[src/rtl/hex_display_scan.sv]
// Four-digit multiplexed 7-segment driver with per-frame snapshot, inter-digit blanking, decimal point and blink.
// Optional: define LEADING_ZERO_BLANK_EN to suppress leading zeros on digits 3 and 2.
module hex_display_scan #(
    parameter int IN_CLK_HZ    = 50_000_000,
    parameter int SCAN_HZ      = 1000,
    parameter int BLANK_CYCLES = 16,
    parameter int BLINK_HZ     = 2,
    parameter int DP_POS       = 2,
    parameter int ACTIVE_LOW   = 1
) (
    input  logic       clk,
    input  logic       key_reset_n,
    input  logic [3:0] Hex_0,
    input  logic [3:0] Hex_1,
    input  logic [3:0] Hex_2,
    input  logic [3:0] Hex_3,
    input  logic       dp_en,
    input  logic       blink,
    output logic [6:0] seg,
    output logic       dp,
    output logic [3:0] an,
    output logic       frame_start
);

    localparam int SCAN_DIV   = IN_CLK_HZ / SCAN_HZ;
    localparam int BLINK_HALF = IN_CLK_HZ / (2 * BLINK_HZ);
    localparam int CNT_W      = (SCAN_DIV > 1) ? $clog2(SCAN_DIV) : 1;
    localparam int BLK_W      = (BLINK_HALF > 1) ? $clog2(BLINK_HALF) : 1;

    localparam logic [CNT_W-1:0] SCAN_LAST  = CNT_W'(SCAN_DIV - 1);
    localparam logic [CNT_W-1:0] BLANK_LIM  = CNT_W'(BLANK_CYCLES);
    localparam logic [BLK_W-1:0] BLINK_LAST = BLK_W'(BLINK_HALF - 1);
    localparam logic [1:0]       DP_IDX     = 2'(DP_POS);
    localparam logic             OFF        = (ACTIVE_LOW != 0);

    localparam logic [0:0] ST_BLANK = 1'b0;
    localparam logic [0:0] ST_SHOW  = 1'b1;

    if (BLANK_CYCLES < 0 || BLANK_CYCLES >= SCAN_DIV) begin : g_bad_blank
        $error("hex_display_scan: BLANK_CYCLES must be in 0..SCAN_DIV-1");
    end
    if (BLINK_HALF < 1) begin : g_bad_blink
        $error("hex_display_scan: blink half-period must be at least one cycle");
    end
    if (DP_POS < 0 || DP_POS > 3) begin : g_bad_dp
        $error("hex_display_scan: DP_POS must be in 0..3");
    end

    logic [CNT_W-1:0] slot_cnt;
    logic [1:0]       digit_idx;
    logic [BLK_W-1:0] blink_cnt;
    logic             blink_phase;
    logic [15:0]      snap;

    logic             load_snap;
    logic [15:0]      snap_view;
    logic [0:0]       slot_state;
    logic [3:0]       digit_val;
    logic             digit_blanked;
    logic             show_digit;
    logic [3:0]       an_on;
    logic [6:0]       seg_on;
    logic             dp_on;

    function automatic logic [6:0] hex_to_seg(input logic [3:0] v);
        logic [6:0] s;
        unique case (v)
            4'h0: s = 7'h3F;
            4'h1: s = 7'h06;
            4'h2: s = 7'h5B;
            4'h3: s = 7'h4F;
            4'h4: s = 7'h66;
            4'h5: s = 7'h6D;
            4'h6: s = 7'h7D;
            4'h7: s = 7'h07;
            4'h8: s = 7'h7F;
            4'h9: s = 7'h6F;
            4'hA: s = 7'h77;
            4'hB: s = 7'h7C;
            4'hC: s = 7'h39;
            4'hD: s = 7'h5E;
            4'hE: s = 7'h79;
            4'hF: s = 7'h71;
        endcase
        return s;
    endfunction

    // The snapshot is taken on the first cycle of every digit-0 slot; the
    // freshly sampled value is forwarded so that cycle already uses it.
    assign load_snap  = (digit_idx == 2'd0) && (slot_cnt == '0);
    assign snap_view  = load_snap ? {Hex_3, Hex_2, Hex_1, Hex_0} : snap;
    assign slot_state = (slot_cnt < BLANK_LIM) ? ST_BLANK : ST_SHOW;
    assign digit_val  = snap_view[{digit_idx, 2'b00} +: 4];

`ifdef LEADING_ZERO_BLANK_EN
    always_comb begin
        // NOTE: assign a default before any branch so no latch is inferred.
        digit_blanked = 1'b0;
        if (digit_idx == 2'd3) begin
            digit_blanked = (snap_view[15:12] == 4'h0);
        end else if (digit_idx == 2'd2 && DP_POS != 2) begin
            digit_blanked = (snap_view[15:8] == 8'h00);
        end
    end
`else
    assign digit_blanked = 1'b0;
`endif

    assign show_digit = (slot_state == ST_SHOW) && !digit_blanked && !(blink && blink_phase);
    assign an_on      = show_digit ? (4'b0001 << digit_idx) : 4'b0000;
    assign seg_on     = show_digit ? hex_to_seg(digit_val) : 7'b0000000;
    assign dp_on      = show_digit && (digit_idx == DP_IDX) && dp_en;

    // Snapshot is cleared on reset so the very first frame never shows
    // undefined digits, even if BLANK_CYCLES is zero.
    always_ff @(posedge clk or negedge key_reset_n) begin
        if (!key_reset_n) begin
            slot_cnt    <= '0;
            digit_idx   <= 2'd0;
            blink_cnt   <= '0;
            blink_phase <= 1'b0;
            snap        <= 16'h0000;
        end else begin
            // NOTE: sequential state uses non-blocking assignments only.
            if (slot_cnt == SCAN_LAST) begin
                slot_cnt  <= '0;
                digit_idx <= digit_idx + 2'd1;
            end else begin
                slot_cnt <= slot_cnt + 1'b1;
            end

            if (blink_cnt == BLINK_LAST) begin
                blink_cnt   <= '0;
                blink_phase <= ~blink_phase;
            end else begin
                blink_cnt <= blink_cnt + 1'b1;
            end

            if (load_snap) begin
                snap <= {Hex_3, Hex_2, Hex_1, Hex_0};
            end
        end
    end

    // Pin drivers are registered; polarity is folded in at the flop input.
    always_ff @(posedge clk or negedge key_reset_n) begin
        if (!key_reset_n) begin
            an          <= {4{OFF}};
            seg         <= {7{OFF}};
            dp          <= OFF;
            frame_start <= 1'b0;
        end else begin
            an          <= an_on ^ {4{OFF}};
            seg         <= seg_on ^ {7{OFF}};
            dp          <= dp_on ^ OFF;
            frame_start <= load_snap;
        end
    end

endmodule

[config.mk]
export PLATFORM = sky130hd
export DESIGN_NAME = hex_display_scan
export DESIGN_NICKNAME = d
export VERILOG_FILES = /design/src/rtl/hex_display_scan.sv
export SDC_FILE = /design/constraint.sdc
export NUM_CORES = 1
export LEC_CHECK = 0
export ABC_AREA = 1
export BUFFER_PORTS_ARGS = -buffer_cell sky130_fd_sc_hd__buf_2
export CAP_MARGIN = 15
export CORE_MARGIN = 2
export CORE_UTILIZATION = 60
export CTS_CLUSTER_SIZE = 25
export DETAILED_ROUTE_END_ITERATION = 10
export PLACE_DENSITY = 0.91
export REMOVE_ABC_BUFFERS = 1
export SYNTH_ARGS = -nofsm -noshare
export SYNTH_HDL_FRONTEND = slang
export SYNTH_SLANG_ARGS = --single-unit
export TNS_END_PERCENT = 20
[constraint.sdc]
create_clock -name clk -period 3.1 [get_ports clk]
set_clock_uncertainty 0.05 [all_clocks]
set_input_delay 0.31 -clock clk [delete_from_list [all_inputs] [get_ports clk]]
set_output_delay 0.31 -clock clk [all_outputs]
set_load 0.01 [all_outputs]
# Word-level counts from Yosys, hierarchy flattened
# Memory sizes are Yosys's and may differ from the RTL's.
# Cells that the tools add are included.
[word_totals] memories=1 out_inout_bits=13 register_bits=72 romBits=112
[memory_table] memory="(name not given)" depth=16 width=7 read_ports=1 rd_ports_with_merged_regs=0 wr=0 line_no="67" rtl="unique case (v)"
[op_classes] n_reduce_logical=8 magnitude_cmp=1 addsub=3 bitwise_logic=4 n_eq_ne=3 muxes=6 shift=2
[op_table] operator="$mux 16" n=2
[op_table] operator="$add 24x1->24 const B" n=1
[op_table] operator="$eq 24x24->1 const B" n=1
[op_table] operator="$mux 24" n=1
[op_table] operator="$add 16x1->16 const B" n=1
[op_table] operator="$eq 16x16->1 const B" n=1
[op_table] operator="$logic_not 16->1" n=1
[op_table] operator="$lt 16x5->1 const B" n=1
[op_table] operator="$shiftx 16x5->4" n=1
[op_table] operator="$mux 7" n=1
[op_table] operator="$not 7->7" n=1
[op_table] operator="$logic_and 1x1->1" n=5
[op_table] operator="$mux 4" n=1
[op_table] operator="$not 4->4" n=1
[op_table] operator="$shl 1x2->4 const A" n=1
[op_table] operator="$add 2x1->2 const B" n=1
[op_table] operator="$eq 2x2->1 const B" n=1
[op_table] operator="$logic_not 2->1" n=1
[op_table] operator="$not 1->1" n=2
[op_table] operator="$logic_not 1->1" n=1
[op_table] operator="$mux 1" n=1

# Depth between registers and ports, before layout
# An unclocked memory read counts as a cell.
[depth] word_depth=7 depth_mapped=20 ltp_nobuf=19

# Worst setup path after synthesis
# No wires, ideal clock.
[synth_timing] path_kind="register to register" start="register digit_idx[1]" end="register seg[1]" n_path_buf=2 path_stages_with_launch=20 required_ns=2.973 path_slack_ns=0.550 arrival_time_ns=2.423 path_cell_list="dfrtp_1 > buf_2 > clkinv_1 > ha_1 > nand2_1 > inv_1 > nand2_1 > nor2_8 > nand2_4 > buf_6 > nand2_2 > nand2_2 > nand2_1 > nand3_1 > nand2_2 > ha_1 > nand3_1 > nor2_1 > nor2_1 > nand2_1"
[synth_via] elab_chain_len=7
[synth_lines] item="from (decl)" line_no="50" rtl="logic [1:0] digit_idx;"
[synth_lines] item="from (signal assigned)" line_no="127" rtl="digit_idx <= digit_idx + 2'd1;"
[synth_lines] item="$logic_not 2->1" line_no="90" rtl="assign load_snap = (digit_idx == 2'd0) && (slot_cnt == '0);"
[synth_lines] item="$logic_and 1x1->1" line_no="90"
[synth_lines] item="$mux 16"
[synth_lines] item="named net snap_view[4]" line_no="56" rtl="logic [15:0] snap_view;"
[synth_lines] item="$shiftx 16x5->4" line_no="93" rtl="assign digit_val = snap_view[{digit_idx, 2'b00} +: 4];"
[synth_lines] item="$mem_v2 16x7"
[synth_lines] item="$mux 7" line_no="111" rtl="assign seg_on = show_digit ? hex_to_seg(digit_val) : 7'b0000000;"
[synth_lines] item="$not 7->7 (no source line)"
[synth_lines] item="to (signal assigned)" line_no="149" rtl="seg <= {7{OFF}};"
[synth_lines] item="to (signal assigned)" line_no="154" rtl="seg <= seg_on ^ {7{OFF}};"
[synth_lines] item="to (decl)" line_no="19" rtl="output logic [6:0] seg,"
# The timed path passes the listed nets, and every way through them passes these cells.
# A chain may end at the register's enable or synchronous reset.

# Final worst setup path
[layout_timing] start="register digit_idx[1]" end="register seg[5]"
[layout_via] elab_chain_len=7
[layout_lines] item="$logic_not 2->1" line_no="90"
[layout_lines] item="$logic_and 1x1->1" line_no="90"
[layout_lines] item="named net load_snap" line_no="55" rtl="logic load_snap;"
[layout_lines] item="$mux 16"
[layout_lines] item="$shiftx 16x5->4" line_no="93"
[layout_lines] item="$mem_v2 16x7"
[layout_lines] item="$mux 7" line_no="111"
[layout_lines] item="$not 7->7 (no source line)"
# The timed path passes the listed nets, and every way through them passes these cells.

==> impl_metrics.csv <==
group,metric,value,unit
pwr,vdd_drop_max,0.244,mV
sta,drv_slew,0,
finish,diodes,0,
critical_path,rr_endpoint,"seg[5]$_DFF_PN1_",
cts,cts.clk_slew.worst_paths,0.07,ns
cts,cts.sinks,72,
floorplan,core,6420,µm²
logic_synthesis,ys_ff_latch,72,
cts,clock_latency,0.36,ns
cts,cts-root-buf,"clkbuf_8",
sta,hold_viol,34,
grt,grt_use_met3,3.85,%
finish,final_core_util,69.9,%
sta,relSlewSlack,47.6,%
critical_path,crit_fanout,18,
detailed_routing,ant_nets,0,
floorplan,ios,33,
pwr,switching_share,23.7,%
sta,rsz0062_at_grt,"false",
critical_path,r2r-start,"digit_idx[1]$_DFFE_PN0N_",
detailed_routing,dr.first_iter.drc_count,202,
status,violations,"hold timing",
detailed_routing,wl,8730,µm
finish,final_common_cell,"nand2_1",
sta,setup_violations,0,
logic_synthesis,synth_top_area_share,37.1,%
sta,fmax,0.364,GHz
detailed_routing,drc,0,
detailed_routing,wire_per_inst,13.7,µm
sta,fin_tns_setup,0,ns
critical_path,required,3.35,ns
logic_synthesis,syn_avg_cell_area,7.83,µm²
floorplan,die_w,86.1,µm
finish,drive_gt1_share,17.6,%
finish,mostFrequentLayoutCells,"118 x nand2_1, 81 x inv_1, 60 x dfrtp_1",
floorplan,die_area,7420,µm²
pwr,clkPwrFrac,40.8,%
logic_synthesis,yosys-top-cells-area,"dfrtp_1 37%, nand2_1 11%, dfstp_2 7.8%",
logic_synthesis,yosysSeqAreaShare,44.9,%
cts,numCtsBuffers,9,
sta,fin_crit_sh,88.7,%
logic_synthesis,syn_inst,517,
critical_path,critPathLaunchType,"flip-flop",
finish,nNetsFinal,590,
placement,place.gp.congestion,0.975,
critical_path,worstRegToRegCells,18,
floorplan,die_h,86.1,µm
logic_synthesis,ys_types,34,
floorplan,rows,29,
grt,grt_use_met1,34.4,%
cts,cts_resized,0,
cts,holdBufCountCts,0,
logic_synthesis,synth_top_cell_by_area,"dfrtp_1",
grt,grt_pass1_wl,14700,µm
critical_path,cp-end-kind,"flip-flop",
pwr,power.density,406,nW/µm²
pwr,power_frac_comb,6.1,%
critical_path,r2r_slack,0.35,ns
critical_path,cp.arrival,3.00,ns
floorplan,start_util,63.0,%
detailed_routing,via_per_inst,5.46,
cts,h-tree-depth,3,
pwr,leakage,0.00236,µW
detailed_routing,firstDrtPassIters,6,
grt,grt_pass1_vias,3244,
pwr,net-switching-power,431,µW
cts,cts_tree,"built",
logic_synthesis,netlist_area,4050,µm²
finish,area_growth,10.8,%
logic_synthesis,yosys_warnings,0,
placement,numPortBuffers,32,
grt,overflow,0,
cts,clockBufferDepth,2,
pwr,p_int,1390,µW
sta,whs,-0.0209,ns
cts,post-cts-setup-buffers,0,
placement,hpwl,6400,µm
grt,grt_max_degree,38,
grt,antenna_found_initial,0,
grt,busiest_layer,"met2",
job,maxCapViolCount,0,
grt,gr-usage-all-layers,25.3,%
pwr,sequentialPowerShare,53.1,%
critical_path,path_class,"flip-flop to flip-flop",
grt,gr-usage-met2,40.3,%
min_path,hold_path_class,"primary input to async pin",
status,status,"complete, but fails checks",
sta,tightestPinTransition,0.786,ns
sta,period_minus_slack,2.75,ns
detailed_routing,vias,3483,
worst max path at each step:
stage | start | end | slack [ns] | cells past startpoint
2_1_floorplan | digit_idx[1]$_DFFE_PN0N_ | seg[3]$_DFF_PN1_ | 0.51 | 19
3_3_place_gp | digit_idx[1]$_DFFE_PN0N_ | seg[3]$_DFF_PN1_ | 0.55 | 19
3_5_place_dp | digit_idx[1]$_DFFE_PN0N_ | seg[3]$_DFF_PN1_ | 0.42 | 19
4_1_cts | digit_idx[1]$_DFFE_PN0N_ | seg[3]$_DFF_PN1_ | 0.39 | 19
5_1_grt | digit_idx[1]$_DFFE_PN0N_ | seg[3]$_DFF_PN1_ | 0.07 | 19
6_report | digit_idx[1]$_DFFE_PN0N_ | seg[5]$_DFF_PN1_ | 0.35 | 18
stage by stage:
step	hold slack (ns)	worst slack (ns)	total power (µW)	cell area, µm²	std cells
final	-0.0209	0.351	1820	4490	638
after global routing	0.0637	0.0653	1880	4490	638
after CTS	0.00700	0.390	1820	4490	638
after detailed placement	0.385	0.418	1100	4300	623
after global placement	0.384	0.552	1090	4300	623
after floorplan	-0.0356	0.513	1040	4000	510
state kept, by name, indices dropped and copies added, names as in the netlist:
name / cells
frame_start: 1
an: 4
slot_cnt: 16
seg: 7
snap: 16
dp: 1
blink_phase: 1
digit_idx: 2
blink_cnt: 24
metal layers:
metal	vias to the layer above	share of wire (%)
met5	-	0
met4	0	1.8
met3	16	5.7
met2	125	47
met1	1624	45
li1	1718	-
power by group through the flow:
stage | Clock [µW] | Combinational (µW) | Sequential, µW
3_3_place_gp | 0 | 110 | 985
6_report | 744 | 112 | 967
4_1_cts | 744 | 112 | 967
2_1_floorplan | 0 | 52.6 | 990
3_5_place_dp | 0 | 111 | 985
5_1_grt | 788 | 128 | 969
critical path: stages, from the launching register on:
cell,delay (ns)
dfrtp_1,0.56
clkinv_1,0.16
ha_1,0.22
nand2_1,0.06
inv_1,0.03
nand2_1,0.14
nor2_8,0.09
nand2_4,0.21
inv_2,0.10
nand2_1,0.09
nand3_1,0.07
nand3_1,0.11
nand2_2,0.12
inv_1,0.13
ha_1,0.18
nand3_1,0.12
o21ai_1,0.12
nand2_1,0.08
nand2_1,0.06
synthesized netlist by cell type (all sizes together):
| cell type | instances |
|---|---|
| and3 | 1 |
| nor3b | 2 |
| o21bai | 2 |
| clkinv | 1 |
| nor3 | 13 |
| xnor2 | 4 |
| buf | 6 |
| xor2 | 7 |
| a211oi | 1 |
| nand3 | 60 |
| nor2 | 55 |
| inv | 82 |
| dfstp | 12 |
| nand3b | 8 |
| ha | 13 |
| nand2 | 141 |
| o21ai | 13 |
| nor4 | 7 |
| or2 | 1 |
| and2 | 2 |
| dfrtp | 60 |
| a21oi | 14 |
| clkbuf | 1 |
| nand4 | 11 |
cell type report:
cell class	count	area, µm²
Clock inverter	3	42.5
Multi-Input combinational cell	355	1870
Tap cell	77	96.3
Inverter	83	312
Sequential cell	72	1820
Clock buffer	12	145
Fill cell	511	1940
Timing Repair Buffer	36	203
cells by family (layout without fill, tap and decap cells):
logic type                 after synthesis  in the layout  synth area share, %
xor gates and xnor gates                11             11                 2.38
adders and majority gates               13             13                 4.02
DFF                                     72             72                 44.9
buffers and inverters                   90            134                 8.90
and+or+nand+nor                        301            301                 35.9
AOI/OAI and AO/OA                       30             30                 3.89
Note: power is estimated with default switching activity, not from simulation.
